`config.mk`:
```
export PLATFORM = sky130hd
export DESIGN_NAME = fft_twiddle_addr_gen
export DESIGN_NICKNAME = d
export VERILOG_FILES = /design/src/rtl/fft_twiddle_addr_gen.sv
export SDC_FILE = /design/constraint.sdc
export NUM_CORES = 1
export LEC_CHECK = 0
export ABC_CLOCK_PERIOD_IN_PS = 5330
export CAP_MARGIN = 10
export CORE_ASPECT_RATIO = 0.9
export CORE_MARGIN = 3
export CORE_UTILIZATION = 55
export CTS_CLUSTER_DIAMETER = 50
export DETAILED_ROUTE_END_ITERATION = 8
export PLACE_DENSITY = 0.8
export SYNTH_ARGS = -nofsm -noshare
export SYNTH_HDL_FRONTEND = slang
export SYNTH_SLANG_ARGS = --single-unit
```
`constraint.sdc`:
```
create_clock -name clk -period 5.33 [get_ports clk]
set_input_delay 1.066 -clock clk [delete_from_list [all_inputs] [get_ports clk]]
set_output_delay 1.066 -clock clk [all_outputs]
set_load 0.01 [all_outputs]
```
`src/rtl/fft_twiddle_addr_gen.sv`:
```
// Radix-2 FFT stage sequencer: walks the N/2 butterflies of one stage, emitting twiddle index and operand addresses.
// Latency: first output valid one cycle after an accepted start; one butterfly per cycle while out_ready is high.
// Backpressure: out_ready low holds every output stable and freezes the butterfly counter.
module fft_twiddle_addr_gen #(
  parameter int LOG2N   = 8,
  parameter int STAGE_W = $clog2(LOG2N),
  parameter int ADDR_W  = LOG2N,
  parameter int IDX_W   = LOG2N - 1
) (
  input  logic               clk,
  input  logic               nrst,
  input  logic               start,
  input  logic [STAGE_W-1:0] stage,
  input  logic               mode,
  input  logic               clear,
  input  logic               out_ready,
  output logic               out_valid,
  output logic [IDX_W-1:0]   tw_index,
  output logic [ADDR_W-1:0]  addr_a,
  output logic [ADDR_W-1:0]  addr_b,
  output logic               last,
  output logic               busy,
  output logic               stage_done,
  output logic               err
);

  // Span exponent needs one extra bit so that p+1 never wraps.
  localparam int P_W = STAGE_W + 1;

  typedef enum logic [1:0] {
    S_IDLE = 2'd0,
    S_RUN  = 2'd1,
    S_DONE = 2'd2
  } state_t;

  // Registered output bundle.
  typedef struct packed {
    logic              vld;
    logic              lst;
    logic              bsy;
    logic              done;
    logic              err;
    logic [IDX_W-1:0]  tw;
    logic [ADDR_W-1:0] a;
    logic [ADDR_W-1:0] b;
  } out_t;

  state_t             state_q, state_d;
  logic [IDX_W-1:0]   b_q, b_d;
  logic [STAGE_W-1:0] stage_q, stage_d;
  logic               mode_q, mode_d;
  logic               err_d;
  logic               stage_ok;
  out_t               out_q, out_d;

  // Address arithmetic temporaries, all evaluated on the next-state values.
  logic [P_W-1:0]     p;
  logic [P_W-1:0]     tw_sh;
  logic [ADDR_W-1:0]  b_ext;
  logic [ADDR_W-1:0]  mask;
  logic [ADDR_W-1:0]  k;
  logic [ADDR_W-1:0]  g;
  logic [ADDR_W-1:0]  a_c;

  // Stage numbers LOG2N and above are rejected; LOG2N-1 always fits STAGE_W bits.
  assign stage_ok = (stage <= STAGE_W'(LOG2N - 1));

  // State, counter, latched configuration and registered outputs.
  always_ff @(posedge clk or negedge nrst) begin
    if (!nrst) begin
      state_q <= S_IDLE;
      b_q     <= '0;
      stage_q <= '0;
      mode_q  <= 1'b0;
      out_q   <= '0;
    end else begin
      state_q <= state_d;
      b_q     <= b_d;
      stage_q <= stage_d;
      mode_q  <= mode_d;
      out_q   <= out_d;
    end
  end

  // Next state: clear dominates, then start acceptance, handshake-driven stepping, and the one-cycle DONE.
  always_comb begin
    state_d = state_q;
    b_d     = b_q;
    stage_d = stage_q;
    mode_d  = mode_q;
    err_d   = 1'b0;
    if (clear) begin
      state_d = S_IDLE;
      b_d     = '0;
    end else begin
      case (state_q)
        S_IDLE: begin
          if (start) begin
            if (stage_ok) begin
              state_d = S_RUN;
              b_d     = '0;
              stage_d = stage;
              mode_d  = mode;
            end else begin
              err_d = 1'b1;
            end
          end
        end
        S_RUN: begin
          // out_valid is high for the whole of RUN, so ready alone marks a transfer.
          if (out_ready) begin
            if (&b_q) begin
              state_d = S_DONE;
              b_d     = '0;
            end else begin
              b_d = b_q + IDX_W'(1);
            end
          end
        end
        S_DONE:  state_d = S_IDLE;
        default: state_d = S_IDLE;
      endcase
    end
  end

  // Output values for the next cycle, derived from the next counter and latched stage/mode.
  always_comb begin
    p     = mode_d ? (P_W'(LOG2N - 1) - {1'b0, stage_d}) : {1'b0, stage_d};
    tw_sh = P_W'(LOG2N - 1) - p;
    b_ext = ADDR_W'(b_d);
    mask  = (ADDR_W'(1) << p) - ADDR_W'(1);
    k     = b_ext & mask;
    g     = b_ext >> p;
    a_c   = (g << (p + P_W'(1))) | k;

    out_d      = '0;
    out_d.done = (state_d == S_DONE);
    out_d.err  = err_d;
    if (state_d == S_RUN) begin
      out_d.vld = 1'b1;
      out_d.bsy = 1'b1;
      out_d.lst = &b_d;
      out_d.tw  = IDX_W'(k << tw_sh);
      out_d.a   = a_c;
      out_d.b   = a_c + (ADDR_W'(1) << p);
    end
  end

  assign out_valid  = out_q.vld;
  assign tw_index   = out_q.tw;
  assign addr_a     = out_q.a;
  assign addr_b     = out_q.b;
  assign last       = out_q.lst;
  assign busy       = out_q.bsy;
  assign stage_done = out_q.done;
  assign err        = out_q.err;

endmodule

```
==> results of run 1 <==
kinds of logic (layout without fill, tap and decap cells):
kind of cell | Yosys count | after routing | share of synthesized area
compound gates | 80 | 80 | 0.197
other cells | 1 | 1 | 0.00136
fa+ha+maj | 15 | 15 | 0.0707
flops | 40 | 40 | 0.362
simple gates | 126 | 126 | 0.229
mux | 11 | 11 | 0.0521
xor+xnor | 13 | 13 | 0.0412
buf+inv | 28 | 93 | 0.0467
sequential cells by signal, indices dropped and copies added, names as in the netlist:
signal / count
last: 1
tw_index: 7
addr_b: 8
stage_q: 3
err: 1
addr_a: 8
state_q: 2
stage_done: 1
busy: 1
mode_q: 1
b_q: 7
power groups by stage:
stage	Combinational, mW	Sequential [mW]	Clock (mW)
2_1_floorplan	0.556	0.385	0
3_3_place_gp	0.905	0.367	0
3_5_place_dp	0.914	0.368	0
4_1_cts	0.921	0.363	0.293
5_1_grt	1.09	0.368	0.302
6_report	1.00	0.363	0.293
routing by layer:
metal / wire length [um] / GRT usage / vias to the layer above / part of all wire
met1: 3570 / 0.390 / 1288 / 0.45
li1: - / - / 1295 / -
met5: 0 / 0 / - / 0
met3: 650 / 0.0432 / 20 / 0.081
met4: 132 / 0.0807 / 0 / 0.017
met2: 3640 / 0.468 / 147 / 0.46
cell usage after synthesis, types with 2 or more instances:
cell type | count | area share
o31ai_1 | 5 | 0.014
buf_1 | 2 | 0.0027
a31oi_1 | 6 | 0.014
inv_1 | 10 | 0.014
dfrtp_1 | 40 | 0.36
a211oi_1 | 6 | 0.016
o2111ai_1 | 2 | 0.0063
a21oi_2 | 2 | 0.0063
nor3_1 | 11 | 0.020
o21ai_0 | 14 | 0.025
and2_1 | 7 | 0.016
or3_1 | 2 | 0.0045
or4_1 | 3 | 0.0082
a221oi_1 | 5 | 0.016
a21oi_1 | 15 | 0.027
buf_6 | 2 | 0.0082
o22ai_1 | 3 | 0.0068
ha_1 | 14 | 0.063
and3_1 | 2 | 0.0045
nand2_1 | 34 | 0.046
xor2_1 | 2 | 0.0063
nor4_1 | 6 | 0.014
nand4_1 | 6 | 0.014
nand3_1 | 15 | 0.027
a21o_1 | 2 | 0.0054
nor2_1 | 30 | 0.041
mux2_2 | 4 | 0.016
o211ai_1 | 7 | 0.019
mux2i_4 | 2 | 0.016
clkbuf_1 | 8 | 0.011
mux2i_1 | 4 | 0.014
buf_2 | 2 | 0.0036
xnor2_1 | 11 | 0.035
critical path: cells and delay by family:
kind / cells / cell delay (ns)
AOI/OAI and AO/OA: 10 / 2.01
muxes: 1 / 0.18
buffers and inverters: 4 / 1.10
and+or+nand+nor: 3 / 0.64
adders and majority gates: 1 / 0.25
area by class of cell:
| class | instances | share of cell area |
|---|---|---|
| flip-flops and latches | 40 | 0.278 |
| well taps | 62 | 0.0216 |
| multi-input cells | 246 | 0.466 |
| clock inverters | 2 | 0.0167 |
| repair buffers | 73 | 0.184 |
| clock buffers | 5 | 0.0191 |
| inverters | 13 | 0.0143 |
metrics by stage:
stage	instances	hold WS, ns
3_3_place_gp	431	0.514
4_1_cts	438	0.533
3_5_place_dp	431	0.516
5_1_grt	441	0.560
2_1_floorplan	314	0.501
6_report	441	0.527
timing repair:
action,CTS,global route
setup buffers,0,3
endpoints found under the hold margin,0,0
setup endpoints to repair,0,1
resized for setup,0,9
worst min-delay path by stage:
stage,slack [ns],start,endpoint,cells after the start
after global routing,0.56,stage_q[2]$_DFF_PN0_,stage_q[2]$_DFF_PN0_,1
after detailed placement,0.52,stage_q[2]$_DFF_PN0_,stage_q[2]$_DFF_PN0_,1
after CTS,0.53,stage_q[2]$_DFF_PN0_,stage_q[2]$_DFF_PN0_,1
after global placement,0.51,stage_q[2]$_DFF_PN0_,stage_q[2]$_DFF_PN0_,1
final,0.53,stage_q[2]$_DFF_PN0_,stage_q[2]$_DFF_PN0_,1
after floorplan,0.50,stage_q[2]$_DFF_PN0_,stage_q[2]$_DFF_PN0_,1
==> impl_metrics.toml, run 1 <==
[outcome]
outcome = "finished, final reports clean"

[grt]
grt_start_max_net_pins = 41
antenna_found_initial = 0
grt_pass1_vias = 2626
grt_pass1_wl_mm = 12.9
track_usage = 0.284
overflow = 0

[placement]
portBuffers = 36
place_area_um2 = 3390
place_congestion = 0.955
dp_hpwl_mm = 5.95
dp_slack_ns = -0.0643

[critical_path]
max_stage_delay_ns = 0.49
timing.critical_path.from_type = "input pin"
cp.required_ns = 5.55
rrSetupSlack_ns = 1.03
path_class = "input pin to flop"
r2r-start = "state_q[1]$_DFF_PN0_"
end_kind = "flop"
path_max_fanout = 8
worstReg2RegEnd = "addr_b[7]$_DFF_PN0_"
slowest_stage = "clkdlybuf4s50_1"
cp_data_arrival_time_ns = 5.26
reg2reg_depth = 18
crit_end = "addr_b[7]$_DFF_PN0_"
crit_start = "start"
crit_chain = "clkdlybuf4s50_1 -> or4b_1 -> buf_4 -> mux2i_2 -> inv_1 -> buf_4 -> o41ai_1 -> a31oi_1 -> a221oi_1 -> a211oi_1 -> o21ai_0 -> ha_1 -> nor3_1 -> o2111ai_1 -> a21oi_1 -> nor2_1 -> a2111oi_1 -> a31oi_1 -> o211ai_1"

[drt]
detail-route-antenna-nets = 0
first_pass_iters = 5
vias_per_cell = 6.24
drc_errors = 0
vias = 2750
drt_iter0_drc = 311
drt-total-wl_mm = 7.99
wl_per_cell_um = 18.1

[synthesis]
async_flop_share = 1.00
syn-cell-area_um2 = 2760
synthesis.nets = 338
ys_warn_count = 0
synth_edf_count = 0
syn_inst = 314
synth_area_per_cell_um2 = 8.80
synth_cell_types = 63
synthFlopType = "dfrtp_1"
ys_seq_elements = 40
ys_seq_area_frac = 0.362

[floorplanning]
ios = 37
die_x_um = 80.7
start_util = 0.596
die_height_um = 73.2
die-area_um2 = 5910
rows = 23
core_area_um2 = 4630

[power_and_ir_drop]
p_sw_uw = 693
ir_worst_vdd_mv = 0.512
combinationalPowerShare = 0.604
pwr-share-clk = 0.177
intPower_uw = 963
seqPwrFrac = 0.219
power_leakage_nw = 1.54
switching_share = 0.418
finalPower_mw = 1.66
power_density_nw_per_um2 = 461

[final_layout]
final_common_cell = "dfrtp_1"
antenna_cells = 0
num-fill-cells = 327
layout_common_cells = "dfrtp_1 (40), clkdlybuf4s50_1 (35), nand2_1 (34), buf_4 (34), nor2_1 (30)"
drive_gt1_frac = 0.169
seq_area_um2 = 1000
syn2layout_area_growth_pct = 30.1
fin_area_um2 = 3590
nets = 403
fin_util = 0.776
multi_input_area_um2 = 1670

[clock_network]
root_buffer = "clkbuf_8"
clk_pin_slew_ns = 0.09
h-tree-depth = 2
cts_made_buffers = 5
clock_sinks = 40
clk_latency_ns = 0.30
cts_tree = "done"
clock_path_buffers = 2
postCtsHoldBufs = 0

[timing]
fin_crit_ns = 5.04
finClkSkew_ns = 0.0104
finalSetupTns_ns = 0
tightest_slew_ns = 0.883
fmax_ghz = 0.198
hold_viol_final = 0
slew_viol_final = 0
worst_slack_ns = 0.289
setup_viol = 0
finalCritPeriodShare = 0.946
relSlewSlack = 0.412

[min_path]
min_path_type = "flop to flop"

[flow_run]
maxCapViolCount = 0
Power figures use the tool's default switching activity.
==> run 2: changes to the inputs <==
CAP_MARGIN = 20   (was 10)
==> results of run 2 <==
No change in the layout: final DEF, timing and power equal those of run 1.
